`config.mk`:
```
export PLATFORM = sky130hd
export DESIGN_NAME = hazard_stall_unit_flat
export DESIGN_NICKNAME = d
export VERILOG_FILES = /design/src/rtl/hazard_stall_if.sv /design/src/rtl/hazard_stall_unit.sv /design/src/flat_wrapper.sv
export SDC_FILE = /design/constraint.sdc
export NUM_CORES = 1
export LEC_CHECK = 0
export CORE_ASPECT_RATIO = 1.5
export CORE_UTILIZATION = 40
export CTS_CLUSTER_SIZE = 20
export DETAILED_ROUTE_END_ITERATION = 16
export PLACE_DENSITY = 0.71
export SLEW_MARGIN = 10
export SYNTH_ARGS = -nofsm -noshare
export SYNTH_HDL_FRONTEND = slang
export SYNTH_SLANG_ARGS = --single-unit
```
`constraint.sdc`:
```
create_clock -name i_clock -period 4.3 [get_ports i_clock]
set_clock_uncertainty 0.15 [all_clocks]
set_input_delay 1.29 -clock i_clock [delete_from_list [all_inputs] [get_ports i_clock]]
set_output_delay 1.29 -clock i_clock [all_outputs]
set_load 0.01 [all_outputs]
```
`src/rtl/hazard_stall_if.sv`:
```
// hazard_stall_if
//   Bundles the hazard-detection inputs coming from the pipeline registers
//   and the stall/flush controls going back to them.
//   Handshake: i_valid is a pipeline advance enable. A clock edge with
//   i_valid=1 moves the pipeline (and this unit's state) forward. With
//   i_valid=0 everything holds and no enable, bubble or flush is issued.
//   There is no ready; the stall outputs are the back-pressure.
//   master : pipeline side (drives i_*, reads o_*)
//   slave  : hazard_stall_unit (reads i_*, drives o_*)
interface hazard_stall_if #(
  parameter int NB_REG_ADDR = 5,
  parameter int NB_CNT      = 32
);
  logic                   i_valid;
  logic [NB_REG_ADDR-1:0] i_rs_id;
  logic [NB_REG_ADDR-1:0] i_rt_id;
  logic                   i_use_rs_id;
  logic                   i_use_rt_id;
  logic                   i_branch_id;
  logic                   i_jump_rs_id;
  logic                   i_taken_id;
  logic [NB_REG_ADDR-1:0] i_rd_ex;
  logic                   i_load_ex;
  logic                   i_we_ex;
  logic [NB_REG_ADDR-1:0] i_rd_mem;
  logic                   i_load_mem;
  logic                   o_pc_we;
  logic                   o_ifid_we;
  logic                   o_idex_bubble;
  logic                   o_ifid_flush;
  logic                   o_stalling;
  logic [NB_CNT-1:0]      o_stall_cycles;

  modport master (
    output i_valid, i_rs_id, i_rt_id, i_use_rs_id, i_use_rt_id,
           i_branch_id, i_jump_rs_id, i_taken_id, i_rd_ex, i_load_ex,
           i_we_ex, i_rd_mem, i_load_mem,
    input  o_pc_we, o_ifid_we, o_idex_bubble, o_ifid_flush, o_stalling,
           o_stall_cycles
  );

  modport slave (
    input  i_valid, i_rs_id, i_rt_id, i_use_rs_id, i_use_rt_id,
           i_branch_id, i_jump_rs_id, i_taken_id, i_rd_ex, i_load_ex,
           i_we_ex, i_rd_mem, i_load_mem,
    output o_pc_we, o_ifid_we, o_idex_bubble, o_ifid_flush, o_stalling,
           o_stall_cycles
  );
endinterface

```
`src/rtl/hazard_stall_unit.sv`:
```
// hazard_stall_unit
//   Load-use / branch-operand hazard detector for the 5-stage MIPS pipeline.
//   Stalls PC and IF/ID and bubbles ID/EX when forwarding cannot deliver an
//   operand in time, flushes IF/ID for taken branches/jumps resolved in ID,
//   and keeps a saturating stall-cycle counter for the debug unit.
//   Ports:
//     i_clock : clock
//     i_reset : synchronous, active-high reset
//     hz      : hazard_stall_if.slave (pipeline hazard inputs, stall/flush
//               outputs, o_stalling as FSM state debug, o_stall_cycles)
module hazard_stall_unit #(
  parameter int NB_REG_ADDR = 5,
  parameter int NB_CNT      = 32
) (
  input  logic           i_clock,
  input  logic           i_reset,
  hazard_stall_if.slave  hz
);

  typedef enum logic {IDLE = 1'b0, STALL = 1'b1} state_t;

  localparam logic [NB_REG_ADDR-1:0] REG_ZERO = '0;

  state_t            state_q, state_d;
  logic [1:0]        cnt_q, cnt_d;
  logic [NB_CNT-1:0] stall_cnt_q;

  logic       ctl;
  logic       match_ex, match_mem;
  logic [1:0] n_req;
  logic       stall;

  // Register 0 is hardwired, so a producer targeting it never hazards.
  assign match_ex =
      (hz.i_rd_ex != REG_ZERO) &&
      ((hz.i_use_rs_id && (hz.i_rs_id == hz.i_rd_ex)) ||
       (hz.i_use_rt_id && (hz.i_rt_id == hz.i_rd_ex)));

  assign match_mem =
      (hz.i_rd_mem != REG_ZERO) &&
      ((hz.i_use_rs_id && (hz.i_rs_id == hz.i_rd_mem)) ||
       (hz.i_use_rt_id && (hz.i_rt_id == hz.i_rd_mem)));

  // Branches and jr/jalr consume operands in ID, one stage earlier than ALU ops.
  assign ctl = hz.i_branch_id | hz.i_jump_rs_id;

  // Priority order puts the only N=2 rule first, so when EX and MEM both
  // match the larger requirement wins.
  always_comb begin
    n_req = 2'd0;
    if (ctl && hz.i_load_ex && match_ex)
      n_req = 2'd2;
    else if (ctl && hz.i_we_ex && !hz.i_load_ex && match_ex)
      n_req = 2'd1;
    else if (!ctl && hz.i_load_ex && match_ex)
      n_req = 2'd1;
    else if (ctl && hz.i_load_mem && match_mem)
      n_req = 2'd1;
  end

  // cnt_q holds the stall cycles still owed after the current one. An N=1
  // stall stays in IDLE: next cycle the producer has advanced and the match
  // logic decides afresh.
  always_comb begin
    state_d = state_q;
    cnt_d   = cnt_q;
    stall   = 1'b0;
    case (state_q)
      IDLE: begin
        stall = (n_req != 2'd0);
        if (hz.i_valid && (n_req == 2'd2)) begin
          state_d = STALL;
          cnt_d   = 2'd1;
        end
      end
      STALL: begin
        stall = 1'b1;
        if (hz.i_valid) begin
          cnt_d = cnt_q - 2'd1;
          if (cnt_q <= 2'd1) begin
            state_d = IDLE;
            cnt_d   = 2'd0;
          end
        end
      end
      default: begin
        state_d = IDLE;
        cnt_d   = 2'd0;
      end
    endcase
  end

  always_ff @(posedge i_clock) begin
    if (i_reset) begin
      state_q     <= IDLE;
      cnt_q       <= 2'd0;
      stall_cnt_q <= '0;
    end else begin
      state_q <= state_d;
      cnt_q   <= cnt_d;
      if (hz.i_valid && stall && !(&stall_cnt_q))
        stall_cnt_q <= stall_cnt_q + 1'b1;
    end
  end

  // A stalled taken branch has not finished comparing operands, so the flush
  // waits until the stall clears; flush and stall are mutually exclusive.
  assign hz.o_pc_we        = !i_reset && hz.i_valid && !stall;
  assign hz.o_ifid_we      = !i_reset && hz.i_valid && !stall;
  assign hz.o_idex_bubble  = !i_reset && hz.i_valid && stall;
  assign hz.o_ifid_flush   = !i_reset && hz.i_valid && hz.i_taken_id && !stall;
  assign hz.o_stalling     = !i_reset && (state_q == STALL);
  assign hz.o_stall_cycles = stall_cnt_q;

endmodule
```
`src/flat_wrapper.sv`:
```
// flat-port wrapper written by rule: the top's interface ports become plain ports
module hazard_stall_unit_flat 
#(
  parameter int NB_REG_ADDR = 5,
  parameter int NB_CNT      = 32
)
  (i_clock, i_reset, hz_i_valid, hz_i_rs_id, hz_i_rt_id, hz_i_use_rs_id, hz_i_use_rt_id, hz_i_branch_id, hz_i_jump_rs_id, hz_i_taken_id, hz_i_rd_ex, hz_i_load_ex, hz_i_we_ex, hz_i_rd_mem, hz_i_load_mem, hz_o_pc_we, hz_o_ifid_we, hz_o_idex_bubble, hz_o_ifid_flush, hz_o_stalling, hz_o_stall_cycles);
  hazard_stall_if #(.NB_REG_ADDR(NB_REG_ADDR), .NB_CNT(NB_CNT)) hz_i ();
  input  logic i_clock;
  input  logic i_reset;
  input wire logic [$bits(hz_i.i_valid)-1:0] hz_i_valid;
  input wire logic [$bits(hz_i.i_rs_id)-1:0] hz_i_rs_id;
  input wire logic [$bits(hz_i.i_rt_id)-1:0] hz_i_rt_id;
  input wire logic [$bits(hz_i.i_use_rs_id)-1:0] hz_i_use_rs_id;
  input wire logic [$bits(hz_i.i_use_rt_id)-1:0] hz_i_use_rt_id;
  input wire logic [$bits(hz_i.i_branch_id)-1:0] hz_i_branch_id;
  input wire logic [$bits(hz_i.i_jump_rs_id)-1:0] hz_i_jump_rs_id;
  input wire logic [$bits(hz_i.i_taken_id)-1:0] hz_i_taken_id;
  input wire logic [$bits(hz_i.i_rd_ex)-1:0] hz_i_rd_ex;
  input wire logic [$bits(hz_i.i_load_ex)-1:0] hz_i_load_ex;
  input wire logic [$bits(hz_i.i_we_ex)-1:0] hz_i_we_ex;
  input wire logic [$bits(hz_i.i_rd_mem)-1:0] hz_i_rd_mem;
  input wire logic [$bits(hz_i.i_load_mem)-1:0] hz_i_load_mem;
  output wire logic [$bits(hz_i.o_pc_we)-1:0] hz_o_pc_we;
  output wire logic [$bits(hz_i.o_ifid_we)-1:0] hz_o_ifid_we;
  output wire logic [$bits(hz_i.o_idex_bubble)-1:0] hz_o_idex_bubble;
  output wire logic [$bits(hz_i.o_ifid_flush)-1:0] hz_o_ifid_flush;
  output wire logic [$bits(hz_i.o_stalling)-1:0] hz_o_stalling;
  output wire logic [$bits(hz_i.o_stall_cycles)-1:0] hz_o_stall_cycles;
  assign hz_i.i_valid = hz_i_valid;
  assign hz_i.i_rs_id = hz_i_rs_id;
  assign hz_i.i_rt_id = hz_i_rt_id;
  assign hz_i.i_use_rs_id = hz_i_use_rs_id;
  assign hz_i.i_use_rt_id = hz_i_use_rt_id;
  assign hz_i.i_branch_id = hz_i_branch_id;
  assign hz_i.i_jump_rs_id = hz_i_jump_rs_id;
  assign hz_i.i_taken_id = hz_i_taken_id;
  assign hz_i.i_rd_ex = hz_i_rd_ex;
  assign hz_i.i_load_ex = hz_i_load_ex;
  assign hz_i.i_we_ex = hz_i_we_ex;
  assign hz_i.i_rd_mem = hz_i_rd_mem;
  assign hz_i.i_load_mem = hz_i_load_mem;
  assign hz_o_pc_we = hz_i.o_pc_we;
  assign hz_o_ifid_we = hz_i.o_ifid_we;
  assign hz_o_idex_bubble = hz_i.o_idex_bubble;
  assign hz_o_ifid_flush = hz_i.o_ifid_flush;
  assign hz_o_stalling = hz_i.o_stalling;
  assign hz_o_stall_cycles = hz_i.o_stall_cycles;
  hazard_stall_unit #(.NB_REG_ADDR(NB_REG_ADDR), .NB_CNT(NB_CNT)) u_core (.i_clock(i_clock), .i_reset(i_reset), .hz(hz_i));
endmodule
```
==> impl_metrics.yaml, run 1 <==
floorplanning:
  die_x_microns: 60.7
  dieArea_sq_mm: 0.00547
  rows: 31
  die_h_microns: 90.1
  start_util_pct: 42.3
  io_pins: 68
  core_area_sq_mm: 0.00489
synth:
  synthDistinctLibCells: 35
  syn_nets: 294
  synth_top_cell_by_area: "dfxtp_1"
  synth.most_common_cell: "dfxtp_1"
  ys_top_cells_by_area: "dfxtp_1, a21oi_1, xor2_1"
  synth_top_cell_area_share_pct: 33.9
  synthArstFlopShare_pct: 0
  ys_ff_latch: 35
  synth_common_cells: "dfxtp_1, a21oi_1, o21ai_0"
  yosysSeqAreaShare_pct: 33.9
  synth_edf_count: 0
  syn_inst: 262
  ys_warn_count: 0
  syn-cell-area_sq_mm: 0.00207
  syn_avg_cell_area_sq_um: 7.90
  ys.flop_type: "dfxtp_1"
critical_path:
  worstPathRequired_ns: 2.86
  critPathMaxFanout: 2
  crit_slowest_cell: "nor4_2"
  crit_chain: "clkdlybuf4s15_1, xor2_1, nor4_2, a32oi_2, nor3_4, buf_6, nor3_4, nor3_2, buf_2"
  criticalPathCategory: "in2out"
  cp_top_family: "simple AND/OR/NAND/NOR gates"
  start_kind: "primary input"
  cpMostUsedCell: "nor3_4"
  path_buf_inv: 3
  max_stage_delay_ns: 0.33
  worst_ep_arrival_time_ns: 2.91
  endpoint_kind: "primary output"
clocking:
  cts_tree: "yes"
  clock_sinks: 35
  ctsHoldBuffers: 0
  htreeDepth: 2
  cts-buffers-inserted: 5
  root_buffer: "clkbuf_8"
  cts_buffer_depth: 2
  clk_pin_slew_ns: 0.07
  worstSkewPairLatency_ns: 0.29
sta:
  timing.final.ws_setup_ns: -0.0490
  slew_headroom_pct: 55.3
  fin_hold_ws_ns: 0.338
  timing.fmax_mhz: 230
  setup_viol: 2
  rsz0062_at_grt: "yes"
  finalCritPeriodShare_pct: 101
  finalCriticalPeriod_ns: 4.35
  report.final.slew_viol_count: 0
  hold_violations: 0
  tightest_slew_ns: 0.669
route:
  wl_per_cell_microns: 14.2
  drtPass1Iterations: 4
  drt_iter0_drc: 124
  drc: 0
  vias: 2338
  detail-route-antenna-nets: 0
  vias_per_cell: 5.58
  finalWirelength_mm: 5.95
cells_and_area:
  diodes: 0
  drive_gt1_share_pct: 21.8
  finalNetCount: 385
  nFillCells: 428
  stdcell_area_sq_mm: 0.00318
  final_util_pct: 65.1
  areaGrowthSynthToFinish_pct: 53.8
power:
  power_per_cell_area_mw_per_mm2: 209
  switching_share_pct: 24.1
  max-vdd-ir-drop_uv: 118
  power.switching_mw: 0.160
  pwr-share-seq_pct: 49.0
  leakage_nw: 1.10
  clkPwrFrac_pct: 35.8
  p_int_mw: 0.504
  power.total_mw: 0.664
  power_frac_comb_pct: 15.2
place:
  dpl_cell_area_sq_mm: 0.00293
  detailed_place_hpwl_mm: 4.24
  pre_cts_ws_ns: -0.788
  port_buffers: 67
  gp_congestion: 0.792
global_routing:
  grt_pass1_vias: 2147
  grtUsageTotal_pct: 23.0
  overflow: 0
  grt_pass1_wl_mm: 9.67
  antenna_found_initial: 0
  grt_max_degree: 39
status:
  outcome: "complete, but fails checks"
  violations: "negative setup slack"
hold_path:
  hold_path_class: "reg2reg"
flow_run:
  maxCapViolCount: 0
routing by layer:
layer	up-vias	share of wire [%]	global-route usage, %
met1	1081	39	25.4
met2	89	54	40.9
met4	0	1.6	6.82
met3	12	5.5	6.19
li1	1156	-	-
met5	-	0	0
state kept, by name (all words and copies together) (netlist names):
register and flops:
u_core.hz.o_stall_cycles 32, u_core.cnt_q 2, u_core.state_q 1
through the flow:
stage / setup TNS (ns) / std cells
CTS: -0.0862 / 417
global placement: -2.85 / 402
detailed placement: -2.98 / 402
floorplan: 0 / 262
finish: -0.0588 / 419
global route: -0.200 / 419
power groups by stage:
stage / Clock (mW) / Sequential, mW / Combinational (mW)
after floorplan: 0 / 0.332 / 0.0318
after global placement: 0 / 0.333 / 0.0865
after detailed placement: 0 / 0.333 / 0.0874
after CTS: 0.244 / 0.325 / 0.0929
after global routing: 0.258 / 0.325 / 0.107
final: 0.238 / 0.325 / 0.101
path summary, 6_finish.rpt:
| kind | from | to | cells after the start | slack, ns |
|---|---|---|---|---|
| setup / recovery | hz_i_rs_id[2] | hz_o_idex_bubble | 9 | -0.05 |
| hold reg to reg | u_core.cnt_q[1]$_SDFFE_PP0P_ | u_core.cnt_q[1]$_SDFFE_PP0P_ | 1 | 0.34 |
| hold / removal | u_core.cnt_q[1]$_SDFFE_PP0P_ | u_core.cnt_q[1]$_SDFFE_PP0P_ | 1 | 0.34 |
| setup reg to reg | u_core.hz.o_stall_cycles[9]$_SDFFE_PP0P_ | u_core.hz.o_stall_cycles[28]$_SDFFE_PP0P_ | 7 | 1.83 |
kinds of logic after synthesis:
family          Yosys count  share of synthesized area (%)
mux                       3                           1.57
xor+xnor                 22                           9.31
compound gates           66                           18.7
buf+inv                  17                           3.87
simple gates            118                           32.1
fa+ha+maj                 1                          0.604
flops                    35                           33.9
layout by cell type (no fill, tap or decap), types with 4 or more instances in the layout:
master	instances
clkbuf_8	6
nand4_1	14
clkbuf_2	4
nor4_2	4
or4_1	7
o21ai_0	23
nand2_1	16
dfxtp_1	35
and3_1	4
nor2_1	15
a21oi_1	29
xor2_1	15
buf_4	24
nor2b_1	5
clkdlybuf4s50_1	42
o31ai_1	7
buf_2	6
buf_6	9
nand3_1	13
or3_1	21
xnor2_1	4
dlygate4sd2_1	4
inv_1	5
repair_timing:
item	in CTS	in global routing
buffers inserted	8	2
resized for setup	83	20
pin swaps	19	17
setup endpoints to repair	4	4
final cells by class:
type	count	area, sq um	share of cell area (%)
clock buffers	6	82.6	2.59
clock inverters	1	5.00	0.157
inverters	5	18.8	0.590
multi-input cells	210	1420	44.6
flip-flops and latches	35	701	22.0
well taps	66	82.6	2.59
repair buffers	96	875	27.5
Note: power is estimated with default switching activity, not from simulation.
==> run 2, diff against run 1 <==
--- a/config.mk
+++ b/config.mk
@@ -7,10 +7,11 @@
 export LEC_CHECK = 0
 export CORE_ASPECT_RATIO = 1.5
 export CORE_UTILIZATION = 40
+export CTS_BUF_LIST = sky130_fd_sc_hd__clkbuf_2
 export CTS_CLUSTER_SIZE = 20
 export DETAILED_ROUTE_END_ITERATION = 16
 export PLACE_DENSITY = 0.71
-export SLEW_MARGIN = 10
+export SLEW_MARGIN = 20
 export SYNTH_ARGS = -nofsm -noshare
 export SYNTH_HDL_FRONTEND = slang
 export SYNTH_SLANG_ARGS = --single-unit
==> run 2 against run 1 <==
Net effect:
- the run still ends with negative setup slack left
- register-to-register slack worse by 0.03 ns
- critical endpoint is now hz_o_ifid_flush
- flip-flop and latch count unchanged
- largest cell class unchanged
- routed wire length down 1.8%
- non-clock buffer count unchanged
- largest power group unchanged
- fmax up 0.99%
==> impl_metrics.yaml, run 2 (synthesis gave the netlist of run 1 again) <==
floorplanning:
  die_x_microns: 60.7
  rows: 31
  die_h_microns: 90.1
  core_area_sq_mm: 0.00489
  dieArea_sq_mm: 0.00547
  start_util_pct: 42.3
  io_pins: 68
global_routing:
  grt_pass1_vias: 2154
  antenna_found_initial: 0
  grtUsageTotal_pct: 23.0
  grt_max_degree: 39
  overflow: 0
  grt_pass1_wl_mm: 9.69
critical_path:
  endpoint_kind: "primary output"
  ff2ff_setup_slack_ns: 1.80
  path_buf_inv: 3
  crit_chain: "clkdlybuf4s15_1, xor2_1, nor4_2, a32oi_2, nor3_4, buf_6, nor4_4, and2_1, buf_2"
  reg2reg_depth: 9
  criticalPathCategory: "in2out"
  critPathMaxFanout: 2
  worst_ep_arrival_time_ns: 2.87
  crit_slowest_cell: "nor4_2"
  start_kind: "primary input"
  reg2reg_to: "u_core.hz.o_stall_cycles[30]$_SDFFE_PP0P_"
  r2r-start: "u_core.hz.o_stall_cycles[0]$_SDFFE_PP0P_"
  max_stage_delay_ns: 0.32
  crit_start: "hz_i_rs_id[2]"
  worstPathRequired_ns: 2.86
  cp_top_family: "simple AND/OR/NAND/NOR gates"
cells_and_area:
  finalNetCount: 385
  stdcell_count: 419
  final_util_pct: 64.0
  mostFrequentLayoutCell: "clkdlybuf4s50_1"
  layout_common_cells: "clkdlybuf4s50_1, dfxtp_1, a21oi_1"
  drive_gt1_share_pct: 21.5
  nFillCells: 441
  areaGrowthSynthToFinish_pct: 51.2
  stdcell_area_sq_mm: 0.00313
  diodes: 0
  largest_reg_flops: 32
route:
  finalWirelength_mm: 5.84
  wl_per_cell_microns: 13.9
  vias_per_cell: 5.56
  drc: 0
  drtPass1Iterations: 4
  vias: 2331
  drt_iter0_drc: 122
  detail-route-antenna-nets: 0
sta:
  tightest_slew_ns: 0.627
  hold_violations: 0
  timing.fmax_mhz: 232
  slew_headroom_pct: 58.1
  totalNegativeSetupSlack_ns: -0.00652
  timing.final.ws_setup_ns: -0.00652
  fin_hold_ws_ns: 0.350
  finalCriticalPeriod_ns: 4.31
  report.final.slew_viol_count: 0
  finalCritPeriodShare_pct: 100
  setup_viol: 1
  rsz0062_at_grt: "yes"
clocking:
  worstSkewPairLatency_ns: 0.37
  cts_buffer_depth: 2
  htreeDepth: 2
  cts_tree: "yes"
  clk_pin_slew_ns: 0.18
  root_buffer: "clkbuf_2"
  clock_sinks: 35
  cts-buffers-inserted: 5
place:
  pre_cts_ws_ns: -0.788
  gp_congestion: 0.792
  place_inst: 402
  port_buffers: 67
  dpl_cell_area_sq_mm: 0.00293
  detailed_place_hpwl_mm: 4.24
hold_path:
  hold_end: "u_core.cnt_q[1]$_SDFFE_PP0P_"
  hold_path_class: "reg2reg"
  min_path_cells: 1
  hp-start: "u_core.cnt_q[1]$_SDFFE_PP0P_"
power:
  max-vdd-ir-drop_uv: 101
  power.total_mw: 0.565
  leakage_nw: 1.08
  power_per_cell_area_mw_per_mm2: 181
status:
  violations: "negative setup slack"
  outcome: "complete, but fails checks"
flow_run:
  maxCapViolCount: 0
run 2: changes by cell type in the layout (fill, tap and decap cells not counted):
| cell | before | now |
|---|---|---|
| clkbuf_8 | 6 | 0 |
| clkbuf_2 | 4 | 9 |
| clkinv_1 | 0 | 1 |
run 2: how the worst max path moves through the flow:
stage / depth (start not counted) / to
CTS: 10 / hz_o_idex_bubble
global route: 9 / hz_o_ifid_flush
finish: 9 / hz_o_ifid_flush
detailed placement: 8 / hz_o_idex_bubble
floorplan: 5 / hz_o_ifid_flush
global placement: 7 / hz_o_ifid_flush
run 2: final cells by class:
class	instances	area, sq um	share of cell area [%]
Clock buffer	5	25.0	0.800
Clock inverter	2	8.76	0.280
Inverter	5	18.8	0.600
Multi-Input combinational cell	210	1420	45.3
Sequential cell	35	701	22.4
Tap cell	66	82.6	2.64
Timing Repair Buffer	96	875	27.9
run 2: what timing repair did:
action	in CTS	in global routing
gates cloned	0	0
hold buffers	0	0
endpoints found under the setup margin	4	4
pin swaps	19	17
buffers inserted	8	2
hold endpoints to repair	0	0
gates resized for setup	83	20
run 2: worst reg2reg max path, stage by stage, from the launching register on:
cell     delay (ns)
dfxtp_1        0.39
ha_1           0.27
nand2_1        0.24
nor3_1         0.08
nand4_1        0.17
and2_1         0.20
o31ai_4        0.09
buf_12         0.18
or4_1          0.51
a21oi_1        0.15
run 2: layer usage:
| layer | up-vias | global-route usage (%) | share of wire (%) |
|---|---|---|---|
| met5 | - | 0 | 0 |
| met4 | 0 | 7.58 | 1.9 |
| li1 | 1159 | - | - |
| met1 | 1073 | 26.0 | 39 |
| met2 | 88 | 40.9 | 55 |
| met3 | 11 | 4.46 | 4.9 |
run 2: where the power goes:
| part | leakage [nW] | switching, mW | total, mW | internal [mW] |
|---|---|---|---|---|
| Clock | 0.0262 | 0.105 | 0.139 | 0.0344 |
| Sequential | 0.282 | 0.000700 | 0.326 | 0.325 |
| Combinational | 0.768 | 0.0468 | 0.100 | 0.0535 |
| Total | 1.08 | 0.152 | 0.565 | 0.413 |
